==> config.mk <==
export PLATFORM = sky130hd
export DESIGN_NAME = pipe_stage_reg
export DESIGN_NICKNAME = d
export VERILOG_FILES = /design/src/rtl/pipe_pkg.sv /design/src/rtl/pipe_sat_counter.sv /design/src/rtl/pipe_stage_reg.sv
export SDC_FILE = /design/constraint.sdc
export NUM_CORES = 1
export LEC_CHECK = 0
export ABC_AREA = 0
export CELL_PAD_IN_SITES_DETAIL_PLACEMENT = 2
export CELL_PAD_IN_SITES_GLOBAL_PLACEMENT = 2
export CORE_UTILIZATION = 37
export CTS_CLUSTER_DIAMETER = 60
export DETAILED_ROUTE_END_ITERATION = 10
export HOLD_SLACK_MARGIN = 0.15
export PLACE_DENSITY_LB_ADDON = 0.1
export SETUP_SLACK_MARGIN = 0.4
export SLEW_MARGIN = 20
export SYNTH_ARGS = -nofsm -noshare
export SYNTH_HDL_FRONTEND = slang
export SYNTH_SLANG_ARGS = --single-unit
==> constraint.sdc <==
create_clock -name clk_i -period 5.4 [get_ports clk_i]
set_clock_uncertainty 0.1 [all_clocks]
set_input_delay 1.35 -clock clk_i [delete_from_list [all_inputs] [get_ports clk_i]]
set_output_delay 1.35 -clock clk_i [all_outputs]
set_load 0.005 [all_outputs]
==> src/rtl/pipe_pkg.sv <==
// Shared types and defaults for the pipeline stage registers.
package pipe_pkg;

  typedef enum logic [1:0] {
    EMPTY = 2'd0,
    HALF  = 2'd1,
    FULL  = 2'd2
  } stage_state_t;

  localparam int unsigned PIPE_PC_W    = 32;
  localparam int unsigned PIPE_INSTR_W = 32;

  // addi x0,x0,0
  localparam logic [31:0] NOP_INSTR_RV = 32'h0000_0013;

endpackage

==> src/rtl/pipe_sat_counter.sv <==
// Saturating up-counter: increments on inc_i, sticks at all-ones, cleared only by reset.
module pipe_sat_counter #(
  parameter int unsigned CNT_W = 16
) (
  input  logic             clk_i,
  input  logic             rst_ni,
  input  logic             inc_i,
  output logic [CNT_W-1:0] value_o
);

  always_ff @(posedge clk_i or negedge rst_ni) begin
    if (!rst_ni) begin
      value_o <= '0;
    end else if (inc_i && (value_o != '1)) begin
      value_o <= value_o + 1'b1;
    end
  end

endmodule

==> src/rtl/pipe_stage_reg.sv <==
// {pc, instr} pipeline stage register with valid/ready handshake, stall, flush and 2-entry skid.
// Optional perf counters (stall_cnt_o, flush_cnt_o) are built when PIPE_STAGE_PERF_EN is defined.
module pipe_stage_reg
  import pipe_pkg::*;
#(
  parameter int unsigned        PC_W      = PIPE_PC_W,
  parameter int unsigned        INSTR_W   = PIPE_INSTR_W,
  parameter logic [INSTR_W-1:0] NOP_INSTR = NOP_INSTR_RV,
  parameter int unsigned        CNT_W     = 16
) (
  input  logic               clk_i,
  input  logic               rst_ni,
  input  logic               start_i,
  input  logic               flush_i,
  input  logic               stall_i,
  input  logic               in_valid_i,
  output logic               in_ready_o,
  input  logic [PC_W-1:0]    pc_i,
  input  logic [INSTR_W-1:0] instr_i,
  output logic               out_valid_o,
  input  logic               out_ready_i,
  output logic [PC_W-1:0]    pc_o,
  output logic [INSTR_W-1:0] instr_o
`ifdef PIPE_STAGE_PERF_EN
  ,
  output logic [CNT_W-1:0]   stall_cnt_o,
  output logic [CNT_W-1:0]   flush_cnt_o
`endif
);

  if (CNT_W == 0 || CNT_W > 64) begin : g_cnt_w_check
    $error("pipe_stage_reg: CNT_W out of range");
  end

  stage_state_t       state_q, state_d;
  logic [PC_W-1:0]    skid_pc_q;
  logic [INSTR_W-1:0] skid_instr_q;
  logic               in_ready_q;
  logic               accept;
  logic               rel;

  assign in_ready_o  = in_ready_q;
  assign out_valid_o = (state_q != EMPTY);
  assign accept      = in_valid_i & in_ready_q & start_i;
  assign rel         = out_valid_o & out_ready_i & ~stall_i;

  always_comb begin
    state_d = state_q;
    if (flush_i) begin
      state_d = EMPTY;
    end else begin
      unique case (state_q)
        EMPTY:   if (accept) state_d = HALF;
        HALF: begin
          if (accept && !rel)      state_d = FULL;
          else if (!accept && rel) state_d = EMPTY;
        end
        FULL:    if (rel) state_d = HALF;
        default: state_d = EMPTY;
      endcase
    end
  end

  // Ready is derived from the next state so it is already low in the cycle FULL is entered.
  always_ff @(posedge clk_i or negedge rst_ni) begin
    if (!rst_ni) begin
      state_q      <= EMPTY;
      in_ready_q   <= 1'b0;
      pc_o         <= '0;
      instr_o      <= NOP_INSTR;
      skid_pc_q    <= '0;
      skid_instr_q <= NOP_INSTR;
    end else begin
      state_q    <= state_d;
      in_ready_q <= start_i & (state_d != FULL);
      if (flush_i) begin
        instr_o <= NOP_INSTR;
      end else begin
        unique case (state_q)
          EMPTY: begin
            if (accept) begin
              pc_o    <= pc_i;
              instr_o <= instr_i;
            end
          end
          HALF: begin
            if (accept && rel) begin
              pc_o    <= pc_i;
              instr_o <= instr_i;
            end else if (accept) begin
              skid_pc_q    <= pc_i;
              skid_instr_q <= instr_i;
            end
          end
          FULL: begin
            if (rel) begin
              pc_o    <= skid_pc_q;
              instr_o <= skid_instr_q;
            end
          end
          default: ;
        endcase
      end
    end
  end

`ifdef PIPE_STAGE_PERF_EN
  logic stall_inc;
  logic flush_inc;

  assign stall_inc = out_valid_o & (stall_i | ~out_ready_i);
  assign flush_inc = flush_i & out_valid_o;

  pipe_sat_counter #(.CNT_W(CNT_W)) u_stall_cnt (
    .clk_i   (clk_i),
    .rst_ni  (rst_ni),
    .inc_i   (stall_inc),
    .value_o (stall_cnt_o)
  );

  pipe_sat_counter #(.CNT_W(CNT_W)) u_flush_cnt (
    .clk_i   (clk_i),
    .rst_ni  (rst_ni),
    .inc_i   (flush_inc),
    .value_o (flush_cnt_o)
  );
`endif

endmodule
; ---- Yosys cells after proc, flatten, opt, wreduce, memory -nomap -nowiden
; Cells that the tools add are included.
[word_totals]
ff_bits = 131
in_bits = 71
output_inout_bits = 66
[op_classes]
n_eq_ne = 9
n_mux = 15
bitwise = 8
n_reduce_logical = 12
[ops]
columns = op, n
row1 = 32-bit 2-to-1 mux, 7
row2 = 32-bit case mux with 3 select lines, 2
row3 = 2-bit 2-to-1 mux, 5
row4 = "3-bit != test, second input constant", 3
row5 = "2-bit != test, second input constant", 4
row6 = 4-bit AND reduction, 2
row7 = 2-bit case mux with 3 select lines, 1
row8 = 1-bit AND, 5
row9 = 5-bit AND reduction, 1
row10 = 4-bit nonzero test, 1
row11 = 1-bit logical AND, 3
row12 = 1-bit inverter, 3
row13 = 3-bit nonzero test, 1
row14 = "2-bit by 1-bit equality test with 1-bit output, second input constant", 1
row15 = "2-bit equality test, second input constant", 1
row16 = 1-bit logical NOT, 2
row17 = 2-bit logical NOT, 1
row18 = 2-bit nonzero test, 1

; ---- Depth between registers and ports, before layout
[logic_depth]
word_depth = 10
depth_mapped = 8
depth_no_buf = 6

; ---- Worst setup path after synthesis
; OpenSTA, ideal clock, no wires.
[synth_timing]
path_kind = input to register
startpoint = input stall_i
endpoint = register pc_o[0]
setup_ns = 0.125
arrival_ns = 2.616
required_time_ns = 5.175
setup_slack_ns = 2.558
cell_stages = 5
n_path_buf = 1
cell_sequence = or3b_4 -> a22oi_4 -> nand3_4 -> buf_6 -> mux2_4
[synth_between]
elab_chain_cells = 5
[synth_rtl]
columns = item, line
row1 = from (decl), pipe_stage_reg.sv:15  ; input logic stall_i,
row2 = 1-bit inverter (*), pipe_stage_reg.sv:45  ; assign rel = out_valid_o & out_ready_i & ~stall_i;
row3 = 1-bit AND (*), pipe_stage_reg.sv:45
row4 = 1-bit logical AND, pipe_stage_reg.sv:87  ; if (accept && rel) begin
row5 = 2-bit != test (no source line), -
row6 = 5-bit AND reduction (no source line) (*), -
row7 = to (signal assigned), pipe_stage_reg.sv:82  ; pc_o <= pc_i;
row8 = to (signal assigned), pipe_stage_reg.sv:88  ; pc_o <= pc_i;
row9 = to (signal assigned), pipe_stage_reg.sv:97  ; pc_o <= skid_pc_q;
row10 = to (decl), pipe_stage_reg.sv:22  ; output logic [PC_W-1:0] pc_o,
; Every way passes the cells marked *; elsewhere a longest branch is shown, timed or not.
; A chain may end at the register's enable or synchronous reset.

; ---- Worst setup path after layout
[layout_timing]
startpoint = input out_ready_i
endpoint = register pc_o[5]
[layout_between]
elab_chain_cells = 5
[layout_rtl]
columns = item, line
row1 = from (decl), pipe_stage_reg.sv:21  ; input logic out_ready_i,
row2 = 1-bit AND (*) (2 in series), pipe_stage_reg.sv:45
row3 = 1-bit logical AND, pipe_stage_reg.sv:87
row4 = 2-bit != test (no source line), -
row5 = 5-bit AND reduction (no source line) (*), -
; Marked as above.

==> flow_summary.yaml <==
outcome:
  status: "completed"
synth:
  ys_warn_count: 0
  ys_seq_elements: 131
  synthDistinctLibCells: 33
  synth_edf_count: 0
  avgSynthCellArea_um2: 14.3
  ys_seq_area_share_pct: 54.2
  postSynth.asyncResetShare_pct: 100
  syn_nets: 498
  synth_flop_cell: "dfrtp_1"
  syn_inst: 423
  synth_area_mm2: 0.00606
die:
  core_area_mm2: 0.0159
  boundaryPins: 137
  die_area_mm2: 0.0169
  die_h_um: 130
  start_util_pct: 38.0
  fp-row-count: 46
  die_width_um: 130
cts:
  cts_tree: "done"
  ctsResizeCount: 0
  cts_setup_buffers: 0
  numCtsBuffers: 17
  path_clk_slew_ns: 0.06
  hold_buffers: 0
  clock_sinks: 131
  htreeDepth: 4
  clockBufferDepth: 2
  cts-root-buf: "clkbuf_16"
  insertion_delay_ns: 0.41
sta:
  tns_ns: 0
  tightest_slew_ns: 0.905
  max_slew_margin_pct: 39.6
  max_freq_ghz: 0.265
  finalSetupViolations: 0
  period_minus_slack_ns: 3.77
  finalCritPeriodShare_pct: 69.8
  hold_viol_final: 0
  setup_ws_ns: 1.63
  rsz0062_at_grt: "no"
  slew_viol_final: 0
min_path:
  min_path_type: "reg2reg"
  min_from: "skid_pc_q[8]$_DFFE_PN0P_"
  holdPathEnd: "skid_pc_q[8]$_DFFE_PN0P_"
  holdPathStages: 1
detailed_routing:
  route.met3.wl_um: 932
  wl_per_cell_um: 20.6
  post-route-drc-count: 0
  vias_per_cell: 5.18
  wirelength_mm: 16.1
  dr.first_iter.drc_count: 79
  first_pass_iters: 4
  ant_nets: 0
  highest_layer: "met4"
  routed-wl-met2_mm: 8.35
  m1WireLength_mm: 6.58
  vias: 4037
cells_and_area:
  fin_nets: 626
  area_delta_synth_final_pct: 33.7
  insertedDiodeCount: 0
  drive_gt1_share_pct: 31.2
  stdcell_count: 780
critical_path:
  start_kind: "input pin"
  setup.worst_path.start: "out_ready_i"
  path_class: "in2reg"
  critPathCaptureType: "flip-flop"
  cp.required_ns: 5.59
  crit_arrival_ns: 3.96
  worstRegToRegCells: 7
  rrSetupSlack_ns: 2.09
  r2r_start: "state_q[0]$_DFF_PN0_"
  path_max_fanout: 32
  timing.rr.end: "pc_o[5]$_DFFE_PN0P_"
place:
  finalWeightedCongestion: 0.713
  hpwl_mm: 10.4
  io_buffers: 136
  dp_slack_ns: 1.18
  placed_cells: 748
pwr:
  power.density_mw_per_mm2: 369
  p_leak_nw: 3.46
  vdd_drop_max_mv: 0.237
job:
  maxCapViolCount: 0
global_routing:
  antenna_found_initial: 0
  grt_pass1_vias: 4749
  grt_use_total_pct: 20.3
  grt-ovfl-total: 0
  grt_max_degree: 68
  grt_first_pass_wirelength_mm: 25.7
==> worst max-delay path by stage <==
stage	end	slack (ns)	cells after the start
floorplan	pc_o[0]$_DFFE_PN0P_	2.56	5
detailed placement	pc_o[5]$_DFFE_PN0P_	1.18	6
finish	pc_o[5]$_DFFE_PN0P_	1.63	6
global placement	pc_o[3]$_DFFE_PN0P_	1.21	6
global route	pc_o[5]$_DFFE_PN0P_	1.50	6
CTS	pc_o[5]$_DFFE_PN0P_	1.59	6
==> logic make-up after synthesis <==
logic type	Yosys count	synth area share, %
AND/OR/NAND/NOR	21	2.08
adder cells (fa/ha/maj)	4	0.825
multiplexers	160	30.9
flip-flops	131	54.2
buffers and inverters	37	3.59
AO/OA/AOI/OAI	70	8.42
==> flip-flops by register name, indices dropped and copies added (netlist names) <==
name          cells
in_ready_o        1
instr_o          32
pc_o             32
skid_instr_q     32
skid_pc_q        32
state_q           2
==> worst max-delay path: stages <==
cell and delay (ns):
clkdlybuf4s50_1 0.46, or3b_4 0.43, a22oi_4 0.20, buf_4 0.36, nand3_4 0.61, mux2_4 0.53
==> cells in the final DEF, fill, tap and decap left out, types with 3 or more instances in the layout <==
cell,instances
dfstp_2,6
o21ai_0,3
mux2i_1,32
ha_1,3
clkbuf_16,17
buf_4,6
nor2b_1,3
clkinv_2,5
mux2_2,98
clkbuf_1,6
clkdlybuf4s50_1,135
nor2_1,7
dfrtp_1,125
mux2_4,30
inv_1,3
a211oi_1,31
a31oi_1,29
clkbuf_8,4
==> through the flow <==
step	hold WS, ns	util (%)	instance area [µm²]	power [mW]
after floorplan	0.375	-	6060	1.58
after detailed placement	0.393	47.6	7580	1.97
after global routing	0.424	50.9	8110	3.14
after CTS	0.405	50.9	8110	3.04
final	0.402	50.9	8110	2.99
after global placement	0.383	47.6	7580	1.93
==> cells in the mapped netlist, types with 2 or more instances <==
master / number / area share, %
inv_1: 3 / 0.19
nand3_1: 2 / 0.17
mux2_2: 98 / 18
ha_1: 4 / 0.83
buf_6: 6 / 1.1
dfrtp_1: 125 / 52
buf_4: 5 / 0.62
nor2b_1: 3 / 0.31
o21ai_0: 3 / 0.25
mux2i_1: 32 / 5.3
clkbuf_1: 10 / 0.62
mux2_4: 30 / 7.4
a31oi_1: 29 / 3.0
a211oi_1: 31 / 3.8
and3_1: 2 / 0.21
nor2_1: 7 / 0.43
dfstp_2: 6 / 2.6
buf_2: 12 / 0.99
==> per-layer routing <==
| layer | GRT usage (%) | vias up |
|---|---|---|
| met5 | 0 | - |
| met4 | 6.70 | 0 |
| met3 | 6.64 | 16 |
| met2 | 35.5 | 102 |
| met1 | 23.3 | 2093 |
| li1 | - | 1826 |
==> layout make-up <==
cell class / instances / area [µm²]
multi-input combinational: 255 / 2580
timing repair buffer: 143 / 1440
inverter: 3 / 11.3
sequential: 131 / 3290
clock inverter: 5 / 25.0
clock buffer: 27 / 503
tap: 216 / 270
fill: 1516 / 7830
==> power breakdown <==
part	switching, mW	total, mW	internal [mW]
clock	0.411	1.04	0.632
sequential	0.114	1.29	1.17
combinational	0.224	0.664	0.440
total	0.749	2.99	2.24
No activity file was read; power rests on OpenSTA's default activity.
